===== config.mk =====
export PLATFORM = sky130hd
export DESIGN_NAME = pipe_skid_stage
export DESIGN_NICKNAME = d
export VERILOG_FILES = /design/src/rtl/pipe_skid_stage.sv
export SDC_FILE = /design/constraint.sdc
export NUM_CORES = 1
export LEC_CHECK = 0
export BUFFER_PORTS_ARGS = -buffer_cell sky130_fd_sc_hd__buf_2
export CELL_PAD_IN_SITES_DETAIL_PLACEMENT = 2
export CELL_PAD_IN_SITES_GLOBAL_PLACEMENT = 2
export CORE_UTILIZATION = 31
export DETAILED_ROUTE_END_ITERATION = 16
export PLACE_DENSITY_LB_ADDON = 0.1
export SLEW_MARGIN = 15
export SYNTH_ARGS = -nofsm -noshare
export SYNTH_HDL_FRONTEND = slang
export SYNTH_SLANG_ARGS = --single-unit

===== constraint.sdc =====
create_clock -name clk -period 2.5 [get_ports clk]
set_input_delay 0.125 -clock clk [delete_from_list [all_inputs] [get_ports clk]]
set_output_delay 0.125 -clock clk [all_outputs]
set_load 0.005 [all_outputs]

===== src/rtl/pipe_skid_stage.sv =====
// Valid/ready pipeline register carrying a multi-lane bundle through a 2-entry skid buffer.
// in_ready is registered; flush drops all held and incoming bundles; bp_cycles counts stalled cycles.
module pipe_skid_stage #(
    parameter int unsigned       DATA_W    = 64,
    parameter int unsigned       LANES     = 2,
    parameter logic [DATA_W-1:0] NOP_VALUE = '0,
    parameter int unsigned       CNT_W     = 32
) (
    input  logic                    clk,
    input  logic                    rst,
    input  logic                    flush,
    input  logic [LANES-1:0]        in_valid,
    input  logic [LANES*DATA_W-1:0] in_data,
    output logic                    in_ready,
    output logic [LANES-1:0]        out_valid,
    output logic [LANES*DATA_W-1:0] out_data,
    input  logic                    out_ready,
    output logic [1:0]              occupancy,
    output logic [CNT_W-1:0]        bp_cycles
);

    typedef enum logic [1:0] {
        EMPTY = 2'd0,
        FULL  = 2'd1,
        SKID  = 2'd2
    } state_e;

    localparam logic [LANES*DATA_W-1:0] NOP_BUNDLE = {LANES{NOP_VALUE}};

    state_e                  state_q;
    logic [LANES-1:0]        m_valid_q, s_valid_q;
    logic [LANES*DATA_W-1:0] m_data_q, s_data_q;
    logic                    in_ready_q;
    logic [CNT_W-1:0]        bp_q, bp_d;
    logic [LANES*DATA_W-1:0] in_masked;
    logic                    accept;
    logic                    stalled;

    // Invalid lanes are stored as NOP so out_data never leaks stale payload.
    always_comb begin
        in_masked = NOP_BUNDLE;
        for (int unsigned l = 0; l < LANES; l++) begin
            if (in_valid[l]) begin
                in_masked[l*DATA_W +: DATA_W] = in_data[l*DATA_W +: DATA_W];
            end
        end
    end

    assign accept  = in_ready_q & (|in_valid);
    assign stalled = (|m_valid_q) & ~out_ready;

    always_comb begin
        bp_d = bp_q;
        if (stalled && (bp_q != '1)) begin
            bp_d = bp_q + CNT_W'(1);
        end
    end

    always_ff @(posedge clk) begin
        if (rst) begin
            state_q    <= EMPTY;
            m_valid_q  <= '0;
            m_data_q   <= NOP_BUNDLE;
            s_valid_q  <= '0;
            s_data_q   <= NOP_BUNDLE;
            in_ready_q <= 1'b1;
            bp_q       <= '0;
        end else begin
            bp_q <= bp_d;
            if (flush) begin
                state_q    <= EMPTY;
                m_valid_q  <= '0;
                m_data_q   <= NOP_BUNDLE;
                s_valid_q  <= '0;
                s_data_q   <= NOP_BUNDLE;
                in_ready_q <= 1'b1;
            end else begin
                case (state_q)
                    EMPTY: begin
                        if (accept) begin
                            m_valid_q <= in_valid;
                            m_data_q  <= in_masked;
                            state_q   <= FULL;
                        end
                    end
                    FULL: begin
                        if (out_ready) begin
                            if (accept) begin
                                m_valid_q <= in_valid;
                                m_data_q  <= in_masked;
                            end else begin
                                m_valid_q <= '0;
                                m_data_q  <= NOP_BUNDLE;
                                state_q   <= EMPTY;
                            end
                        end else if (accept) begin
                            s_valid_q  <= in_valid;
                            s_data_q   <= in_masked;
                            in_ready_q <= 1'b0;
                            state_q    <= SKID;
                        end
                    end
                    SKID: begin
                        if (out_ready) begin
                            m_valid_q  <= s_valid_q;
                            m_data_q   <= s_data_q;
                            s_valid_q  <= '0;
                            s_data_q   <= NOP_BUNDLE;
                            in_ready_q <= 1'b1;
                            state_q    <= FULL;
                        end
                    end
                    default: state_q <= EMPTY;
                endcase
            end
        end
    end

    assign in_ready  = in_ready_q;
    assign out_valid = m_valid_q;
    assign out_data  = m_data_q;
    assign occupancy = state_q;
    assign bp_cycles = bp_q;

endmodule


* Word-level counts from Yosys, hierarchy flattened
Index checks and enable logic that the tools add are counted.
** Storage, ports and cells
- Input bits :: 134
- Word-level logic and storage cells :: 59
- Register bits after elaboration :: 295
- Output and inout bits :: 165
** Operators by class
- Equality and inequality tests :: 10
- Add/subtract/negate cells :: 1
- Reduce and logical (&&, ||, !) cells :: 10
- Bitwise gates (word level) :: 3
- Muxes and demuxes :: 28
** Operators by type and width (number)
- 128-bit 2-to-1 mux :: 6
- 128-bit case mux with 3 select lines :: 1
- 128-bit case mux with 2 select lines :: 1
- 64-bit 2-to-1 mux :: 2
- 32-bit by 1-bit adder with 32-bit output, second input constant :: 1
- 32-bit != test, second input constant :: 1
- 2-bit 2-to-1 mux :: 11
- 2-bit case mux with 3 select lines :: 2
- 4-bit AND reduction :: 3
- 2-bit != test, second input constant :: 5
- 3-bit != test, second input constant :: 2
- 2-bit OR reduction :: 3
- 2-bit case mux with 2 select lines :: 1
- 1-bit 2-to-1 mux :: 3
- 3-bit nonzero test :: 1
- 1-bit AND :: 2
- 2-bit by 1-bit equality test with 1-bit output, second input constant :: 1
- 2-bit equality test, second input constant :: 1
- 2-bit zero test :: 1
- 1-bit case mux with 2 select lines :: 1
- 2-bit nonzero test :: 1
- 1-bit logical AND :: 1
- 1-bit NOT :: 1

* Logic depth before layout (Yosys ltp)
Gate-level depths: netlist (run 1).
- Depth in word-level cells :: 5
- Gate-level depth with buffers :: 10
- Gate-level depth less buffers :: 7

* Worst setup path before layout (run 1)
Ideal clock, no wire load.
- Path kind :: flip-flop to flip-flop
- Start point :: register state_q[0] (netlist: occupancy[0])
- End point :: register m_data_q[110] (netlist: out_data[110])
- Stages on the path, launching flop included :: 10
- Arrival time :: 1.859 ns
- Data required time :: 2.363 ns
- Clock period less this slack :: 1.997 ns
- Setup time :: 0.137 ns
- Setup slack :: 0.503 ns
- Path buffers :: 3
- Cells stage by stage :: dfxtp_1 > inv_1 > ha_1 > buf_2 > nor2_1 > mux2i_1 > a21oi_2 > clkbuf_1 > clkbuf_1 > a211oi_1
** Between the ends
- Longest elaborated chain between the ends :: 3
- Elaborated cells between the ends (all ways) :: 9
- Classes of those cells :: eq/ne (5); mux (1); reduce/logical (3)
** Ends and longest elaborated chain
- start, declared :: RTL line 30 : state_e state_q;
- start signal, assigned :: RTL line 61 : state_q <= EMPTY;
- start signal, assigned :: RTL line 71 : state_q <= EMPTY;
- start signal, assigned :: RTL line 83 : state_q <= FULL;
- 2-bit by 1-bit equality test with 1-bit output (tied with other cells) :: RTL line 78 : case (state_q)
- 2-bit != test (no source line) / 3-bit nonzero test (equally long branches)
- 4-bit AND reduction (no source line)
- end signal, assigned :: RTL line 82 : m_data_q <= in_masked;
- end signal, assigned :: RTL line 90 : m_data_q <= in_masked;
- end signal, assigned :: RTL line 106 : m_data_q <= s_data_q;
- end, declared :: RTL line 32 : logic [LANES*DATA_W-1:0] m_data_q, s_data_q;
Parallel ways exist; a longest one is shown, timed or not.
A chain may end at the register's enable or synchronous reset.

* Final worst setup path (run 1)
- Start point :: register state_q[0] (netlist: occupancy[0])
- End point :: register m_data_q[64] (netlist: out_data[64])
The elaborated chain is that of the path after synthesis.

==> reports/metrics.yaml, run 1 <==
status: "completed"
vdd_drop_max_mv: 0.366
syn-num-nets: 1422
cp.required_ns: 2.94
worstReg2RegEnd: "out_data[64]$_SDFFE_PP0P_"
cts_sinks: 295
fin_nets: 1794
layout_common_cells: "buf_2 (298), dfxtp_1 (295), nor2_1 (293)"
ys_warn_count: 0
critPathSlowestCell: "dfxtp_1"
period_needed_ns: 2.38
synthArstFlopShare_pct: 0
worst_path_largest_cell_delay_ns: 0.39
grt_antenna_before_repair: 3
fmax_ghz: 0.419
core-area_mm2: 0.0370
grt_pass1_wl_um: 68500
hp-class: "in -> reg"
path_class: "reg -> reg"
yosysTopAreaCell: "dfxtp_1"
critPathMostFrequentCell: "nor2_1"
routed_via_density: 5.31
met3_usage_pct: 3.97
rows: 70
drtPass1Iterations: 5
avgSynthCellArea_um2: 9.14
htreeDepth: 2
track_usage_pct: 22.2
overflow: 0
synth_area_leaders: "dfxtp_1 (50%), a22oi_1 (16%), nor2_1 (9.4%)"
rsz0062_at_grt: "true"
areaGrowthSynthToFinish_pct: 39.6
cts_buffers: 37
clock_path_buffers: 3
netlist_instances: 1283
drv_slew: 0
r2r_cells: 9
clk_pin_slew_ns: 0.06
drive_gt1_share_pct: 25.4
ios: 299
die_area_mm2: 0.0386
fp.dieW_um: 197
drv_cap: 0
layout_commonest_cell: "buf_2"
hpwl_um: 26000
worst_pin_slew_ns: 0.811
grt_pass1_vias: 12394
hold_violations: 0
crit_fanout: 106
synth_ff_type: "dfxtp_1"
port_buffers: 298
synth_cell_type_count: 51
cts_tree: "done"
clock_skew_ns: 0.0195
die_h_um: 197
path_cells: "inv_1, ha_1, buf_4, nor2_1, mux2i_1, a21oi_4, buf_16, nor2_1, a211oi_1"
ys_seq_area_share_pct: 50.3
p_per_area_mw_per_mm2: 727
drcViolationCount: 0
crit_start: "occupancy[0]$_SDFFE_PP0P_"
worst_setup_path_end_kind: "flip-flop"
drtAntennaViolNets: 0
cts_root_buffer: "clkbuf_16"
cp-start-kind: "flip-flop"
clkLatencyLatePin_ns: 0.55
r2r-start: "occupancy[0]$_SDFFE_PP0P_"
synth.ff_latch_count: 295
drtIter0Drc: 544
grt_max_degree: 107
routabilityCongestion: 0.737
synth_edf_count: 0
setup_viol: 0
fin_util_pct: 44.3
use_met1_pct: 27.6
fin_crit_sh_pct: 95.4
netlist_area_mm2: 0.0117
routedWlPerCell_um: 19.9
finalWirelength_um: 43500
synth_top_area_share_pct: 50.3
met2_usage_pct: 38.5
post_cts_buffers: 0
max_slew_margin_pct: 45.8
holdWs_ns: 0.0781
initial_core_util_pct: 31.7
cp-endpoint: "out_data[64]$_SDFFE_PP0P_"
p_leak_nw: 6.59
cp.arrival_ns: 2.82
reg2reg_setup_slack_ns: 0.12
busiest_layer: "met2"
vias: 11613
-- state kept, by name, indices dropped and copies added, names as in the netlist --
name and count:
out_valid 2, out_data 128, occupancy 2, bp_cycles 32
in_ready 1, s_valid_q 2, s_data_q 128
-- final cells by class --
class / count / area, um2
diodes: 2 / 5.00
clock buffers: 52 / 1090
clock inverters: 15 / 133
fillers: 4024 / 20600
inverters: 6 / 22.5
multi-input cells: 854 / 5280
flip-flops and latches: 295 / 5910
well taps: 504 / 631
repair buffers: 461 / 3310
-- worst min path at each step --
stage / slack (ns) / endpoint / startpoint / cells after the start
after floorplan: 0.27 / s_data_q[100]$_SDFFE_PP0P_ / in_data[100] / 2
after global placement: 0.38 / s_data_q[78]$_SDFFE_PP0P_ / in_data[78] / 3
after detailed placement: 0.39 / s_data_q[105]$_SDFFE_PP0P_ / in_data[105] / 3
after CTS: 0.05 / out_data[14]$_SDFFE_PP0P_ / flush / 3
after global routing: 0.09 / out_data[15]$_SDFFE_PP0P_ / flush / 3
final: 0.08 / out_data[14]$_SDFFE_PP0P_ / flush / 3
-- routing by layer --
layer	wire length, um	vias up
li1	-	5502
met1	19300	5821
met2	21500	232
met3	1750	56
met4	982	2
met5	13	-
-- synth_stat cells (11+ instances only) --
library cell / instances
buf_1: 16
nand2_1: 14
buf_2: 34
nand3_1: 15
nand4_1: 13
clkbuf_1: 73
dfxtp_1: 295
a211oi_1: 130
nor2_1: 293
a22oi_1: 257
nor2b_1: 12
a21oi_1: 22
o21ai_0: 11
-- through the flow --
step	TNS (ns)	cells	setup WS, ns	total power, mW	cell area [um2]
2_1_floorplan	0	1283	0.503	5.78	11700
5_1_grt	-0.0239	2189	-0.0183	12.4	16400
4_1_cts	0	2187	0.184	12.1	16400
3_5_place_dp	0	1992	0.184	6.42	13900
6_report	0	2189	0.116	11.9	16400
3_3_place_gp	0	1992	0.355	6.38	13900
-- timing repair --
item	4_1_cts	5_1_grt
hold buffers	128	0
resized for setup	0	1
setup endpoints to repair	0	2
hold endpoints to repair	250	0
-- worst max-delay path, delay by kind of cell, from the launching register on --
| family | cells | cell delay [ns] |
|---|---|---|
| compound gates | 2 | 0.56 |
| fa+ha+maj | 1 | 0.23 |
| buf+inv | 3 | 0.63 |
| flops | 1 | 0.39 |
| mux | 1 | 0.13 |
| simple gates | 2 | 0.25 |
-- kinds of logic (layout without fill, tap and decap cells) --
family / Yosys count / count (layout) / share of synthesized area, %
adders and majority gates: 5 / 5 / 0.533
other: 0 / 2 / 0
muxes: 14 / 14 / 1.48
buffers and inverters: 134 / 534 / 4.99
DFF: 295 / 295 / 50.3
AOI/OAI and AO/OA: 440 / 440 / 27.5
and+or+nand+nor: 395 / 395 / 15.1
-- power by group --
part / leakage [nW] / internal, mW / total (mW) / switching, mW
sequential: 2.39 / 4.86 / 4.96 / 0.0978
clock: 0.618 / 3.27 / 5.42 / 2.15
combinational: 3.58 / 0.651 / 1.53 / 0.874
total: 6.59 / 8.78 / 11.9 / 3.12
No activity file was read; power rests on OpenSTA's default activity.
==> run 2, diff against run 1 <==
PLACE_DENSITY_LB_ADDON = 0.08   (was 0.1)
==> reports/metrics.yaml, run 2 (synthesis results as in run 1) <==
status: "completed"
grt_pass1_vias: 12185  # -1.7%
setup_viol: 0  # unchanged
routed_via_density: 5.31  # about the same
hp-class: "in -> reg"
rsz0062_at_grt: "false"
layout_common_cells: "buf_2 (298), dfxtp_1 (295), nor2_1 (293)"
drive_gt1_share_pct: 24.8  # -0.58 points
clock_skew_ns: 0.0132  # -0.00634 ns
hold_violations: 0  # unchanged
overflow: 0  # unchanged
track_usage_pct: 22.0  # -0.23 points
fmax_ghz: 0.444  # +5.8%
crit_fanout: 66  # -38%
die_area_mm2: 0.0386  # unchanged
cts_root_buffer: "clkbuf_16"
die_h_um: 197  # unchanged
dpl_cell_area_mm2: 0.0138  # -0.63%
grt_max_degree: 67  # -37%
reg2reg_setup_slack_ns: 0.25  # +0.13 ns
clk_pin_slew_ns: 0.06  # about the same
cp.required_ns: 2.92  # -0.02 ns
hp-start: "out_ready"
path_buf_inv: 2  # -1
areaGrowthSynthToFinish_pct: 38.8
ios: 299  # unchanged
regArea_mm2: 0.00591  # unchanged
path_depth: 7  # -2
p_per_area_mw_per_mm2: 723  # -0.51%
r2r-start: "occupancy[0]$_SDFFE_PP0P_"
cp-start-kind: "flip-flop"
path_cells: "inv_1, ha_1, nor4b_1, a21oi_4, buf_12, a22oi_1, nor2_1"
drv_slew: 0  # unchanged
drtIter0Drc: 465  # -15%
cp_top_family: "simple AND/OR/NAND/NOR gates"
initial_core_util_pct: 31.7  # unchanged
tns_ns: 0  # unchanged
worst_path_largest_cell_delay_ns: 0.58  # +0.19 ns
finalWirelength_um: 43300  # -0.44%
clkLatencyLatePin_ns: 0.54  # about the same
vdd_drop_max_mv: 0.456  # +25%
fin_nets: 1791  # -0.17%
drcViolationCount: 0  # unchanged
hold_end: "in_ready$_SDFFE_PP1P_"
final_area_mm2: 0.0163  # -0.58%
rows: 70  # unchanged
fp.dieW_um: 197  # unchanged
routabilityCongestion: 0.741  # +0.57%
clock_path_buffers: 3  # unchanged
worst_pin_slew_ns: 0.636  # -0.175 ns
layout_commonest_cell: "buf_2"
cts_buffers: 37  # unchanged
grt_pass1_wl_um: 68100  # -0.51%
r2r_cells: 7  # -2
period_needed_ns: 2.25  # -0.132 ns
cts_sinks: 295  # unchanged
vias: 11604  # -0.077%
drv_cap: 0  # unchanged
worst_setup_path_end_kind: "flip-flop"
n_fill_cell: 4105  # +2.0%
path_class: "reg -> reg"
worstReg2RegEnd: "s_data_q[69]$_SDFFE_PP0P_"
p_leak_nw: 6.53  # -0.99%
port_buffers: 298  # unchanged
hpwl_um: 26000  # about the same
drtPass1Iterations: 5  # unchanged
grt_antenna_before_repair: 4  # +1
htreeDepth: 2  # unchanged
drtAntennaViolNets: 0  # unchanged
multi_input_area_mm2: 0.00528  # unchanged
fin_crit_sh_pct: 90.1  # -5.3 points
cp.arrival_ns: 2.68  # -0.14 ns
max_slew_margin_pct: 57.2  # +11 points
cts_tree: "done"
holdPathStages: 5  # +2
fin_cells: 2186  # -0.14%
placedCellCount: 1987  # -0.25%
core-area_mm2: 0.0370  # unchanged
critPathSlowestCell: "nor4b_1"
routedWlPerCell_um: 19.8  # -0.31%
[run 2: changes by cell type in the layout (fill, tap and decap cells not counted)]
| cell | before | now |
|---|---|---|
| bufinv_16 | 2 | 1 |
| clkinv_2 | 11 | 2 |
| buf_4 | 14 | 15 |
| diode_2 | 2 | 4 |
| clkbuf_1 | 6 | 12 |
| clkinv_4 | 1 | 0 |
| buf_16 | 1 | 0 |
| buf_12 | 20 | 17 |
| clkbuf_8 | 7 | 10 |
[run 2: report_power, final]
part | total (mW) | leakage [nW] | switching, mW | internal, mW
logic | 1.51 | 3.54 | 0.869 | 0.637
clock network | 5.31 | 0.593 | 2.05 | 3.25
registers | 4.96 | 2.39 | 0.0978 | 4.87
total | 11.8 | 6.53 | 3.02 | 8.75
[run 2: worst max-delay path by stage]
stage | to | slack, ns | start
floorplan | out_data[110]$_SDFFE_PP0P_ | 0.50 | occupancy[0]$_SDFFE_PP0P_
global placement | out_data[68]$_SDFFE_PP0P_ | 0.34 | occupancy[0]$_SDFFE_PP0P_
detailed placement | out_data[24]$_SDFFE_PP0P_ | 0.20 | occupancy[0]$_SDFFE_PP0P_
CTS | out_data[74]$_SDFFE_PP0P_ | 0.17 | occupancy[0]$_SDFFE_PP0P_
global route | s_data_q[69]$_SDFFE_PP0P_ | 0.08 | occupancy[0]$_SDFFE_PP0P_
finish | s_data_q[69]$_SDFFE_PP0P_ | 0.25 | occupancy[0]$_SDFFE_PP0P_
[run 2: layout make-up]
class | instances | area share [%]
Multi-Input combinational cell | 854 | 32.4
Timing Repair Buffer | 458 | 19.8
Clock buffer | 61 | 7.11
Clock inverter | 4 | 0.300
Antenna cell | 4 | 0.0615
Tap cell | 504 | 3.87
Inverter | 6 | 0.138
Sequential cell | 295 | 36.3
[run 2: metal layers]
layer	part of all wire, %	GRT usage, %
met1	44	27.3
met2	49	37.2
met4	2.4	7.78
met3	5.3	4.88
met5	0	0
[run 2: metrics by stage]
stage,hold slack [ns],setup WS [ns],power [mW],util (%)
floorplan,0.273,0.503,5.78,-
global placement,0.377,0.336,6.36,37.3
detailed placement,0.390,0.203,6.40,37.3
CTS,0.0564,0.166,12.0,44.0
global route,0.153,0.0845,12.3,44.1
finish,0.0810,0.248,11.8,44.1
[run 2: repair_timing]
item	4_1_cts	5_1_grt
gates resized for setup	0	0
endpoints found under the hold margin	248	0
endpoints found under the setup margin	0	1
setup buffers	0	2
hold buffers	128	0
[run 2: worst min-delay path, stage by stage]
cell      delay (ns)
buf_2           0.16
nor2_1          0.07
nand2_1         0.06
a21oi_1         0.06
o21bai_1        0.12
==> run 3, diff against run 2 <==
GPL_TIMING_DRIVEN = 0   (was unset)
RECOVER_POWER = 25   (was unset)
==> reports/metrics.yaml, run 3 (synthesis results as in run 1) <==
holdPathStages: 3  # -2
cts_tree: "done"
holdWs_ns: 0.0685  # -0.0126 ns
hp-class: "in -> reg"
status: "completed"
routed_via_density: 5.34  # +0.52%
r2r-start: "occupancy[0]$_SDFFE_PP0P_"
layout_common_cells: "dfxtp_1 (294), nor2_1 (293), buf_2 (261)"
drv_slew: 0  # unchanged
rsz0062_at_grt: "false"
reg2reg_setup_slack_ns: 0.19  # -0.06 ns
overflow: 0  # unchanged
path_class: "reg -> reg"
clkLatencyLatePin_ns: 0.53  # about the same
p_leak_nw: 6.35  # -2.8%
die_h_um: 197  # unchanged
htreeDepth: 2  # unchanged
areaGrowthSynthToFinish_pct: 39.1
drcViolationCount: 0  # unchanged
grt_max_degree: 20  # -70%
tns_ns: 0  # unchanged
period_needed_ns: 2.31  # +0.0552 ns
worst_setup_path_end_kind: "flip-flop"
clock_path_buffers: 3  # unchanged
fmax_ghz: 0.433  # -2.4%
worstReg2RegEnd: "out_data[12]$_SDFFE_PP0P_"
grt_pass1_wl_um: 74400  # +9.3%
clock_skew_ns: 0.00981  # -0.00339 ns
r2r_cells: 10  # +3
hpwl_um: 32300  # +24%
setup_viol: 0  # unchanged
track_usage_pct: 24.4  # +2.4 points
core-area_mm2: 0.0370  # unchanged
hold_end: "bp_cycles[7]$_SDFFE_PP0P_"
crit_fanout: 19  # -71%
drv_cap: 0  # unchanged
wl_met1_um: 20800  # +10%
fin_crit_sh_pct: 92.3  # +2.2 points
wl_met2_um: 23400  # +11%
cts_buffers: 36  # -2.7%
port_buffers: 297  # -0.34%
die_area_mm2: 0.0386  # unchanged
fp.dieW_um: 197  # unchanged
layout_commonest_cell: "dfxtp_1"
vias: 12161  # +4.8%
dr_wl_met3_um: 2180  # -4.0%
initial_core_util_pct: 31.7  # unchanged
cp-start-kind: "flip-flop"
fin_nets: 1886  # +5.3%
vdd_drop_max_mv: 0.423  # -7.3%
cts_root_buffer: "clkbuf_16"
drtPass1Iterations: 5  # unchanged
p_per_area_mw_per_mm2: 711  # -1.6%
hold_violations: 0  # unchanged
cp.arrival_ns: 2.73  # +0.05 ns
clk_pin_slew_ns: 0.06  # about the same
routabilityCongestion: 0.763  # +2.9%
drtIter0Drc: 462  # -0.65%
drive_gt1_share_pct: 21.7  # -3.1 points
finalWirelength_um: 47700  # +10%
grt_pass1_vias: 13049  # +7.1%
top_layer: "met5"
routedWlPerCell_um: 20.9  # +5.7%
rows: 70  # unchanged
grt_antenna_before_repair: 4  # unchanged
worst_pin_slew_ns: 0.838  # +0.202 ns
cp.required_ns: 2.92  # about the same
drtAntennaViolNets: 0  # unchanged
cts_sinks: 295  # unchanged
ios: 299  # unchanged
max_slew_margin_pct: 44.1  # -13 points
hp-start: "rst"
run 3: power by group:
group	switching, mW	internal [mW]
clock	2.06	2.99
sequential	0.0997	4.87
combinational	0.963	0.627
total	3.13	8.48
run 3: worst max path at each step:
stage	cells after the start	end	from
2_1_floorplan	9	out_data[110]$_SDFFE_PP0P_	occupancy[0]$_SDFFE_PP0P_
3_3_place_gp	9	out_data[114]$_SDFFE_PP0P_	occupancy[0]$_SDFFE_PP0P_
3_5_place_dp	9	out_data[119]$_SDFFE_PP0P_	occupancy[0]$_SDFFE_PP0P_
4_1_cts	8	out_data[117]$_SDFFE_PP0P_	occupancy[1]$_SDFFE_PP0P_
5_1_grt	8	out_data[46]$_SDFFE_PP0P_	occupancy[1]$_SDFFE_PP0P_
6_report	10	out_data[12]$_SDFFE_PP0P_	occupancy[0]$_SDFFE_PP0P_
run 3: layout make-up:
| cell class | count | area [um2] |
|---|---|---|
| Antenna cell | 3 | 7.51 |
| Buffer | 125 | 656 |
| Clock buffer | 58 | 1090 |
| Clock inverter | 5 | 32.5 |
| Fill cell | 4130 | 20600 |
| Inverter | 6 | 22.5 |
| Multi-Input combinational cell | 854 | 5260 |
| Sequential cell | 295 | 5910 |
| Tap cell | 504 | 631 |
| Timing Repair Buffer | 429 | 2710 |
run 3: per-stage QoR:
step           instance area (um2)  utilization [%]  instances  setup WS (ns)  power [mW]
2_1_floorplan                11700                -       1283          0.503        5.78
4_1_cts                      16300             44.2       2276        0.00384        11.7
3_3_place_gp                 13800             37.5       2084         -0.613        6.41
5_1_grt                      16300             44.2       2279         0.0153        12.1
6_report                     16300             44.2       2279          0.192        11.6
3_5_place_dp                 13800             37.5       2084         -0.656        6.45
run 3: worst max-delay path: stages (launching register included):
cell	delay, ns
dfxtp_2	0.37
inv_1	0.08
ha_1	0.19
buf_2	0.18
nor2_1	0.15
mux2i_1	0.30
a21oi_4	0.10
buf_12	0.17
buf_6	0.17
buf_2	0.22
a211oi_1	0.26
run 3: layer usage:
metal | track usage, % | up-vias
met5 | 0 | -
met4 | 8.33 | 2
met3 | 4.40 | 76
met2 | 42.1 | 299
met1 | 30.5 | 6098
li1 | - | 5686
run 3: repair_timing:
action,in CTS,in global routing
buffers inserted,3,1
hold buffers,128,0
gates resized for setup,39,42
hold endpoints to repair,182,0
pin swaps,0,0
endpoints found under the setup margin,245,234
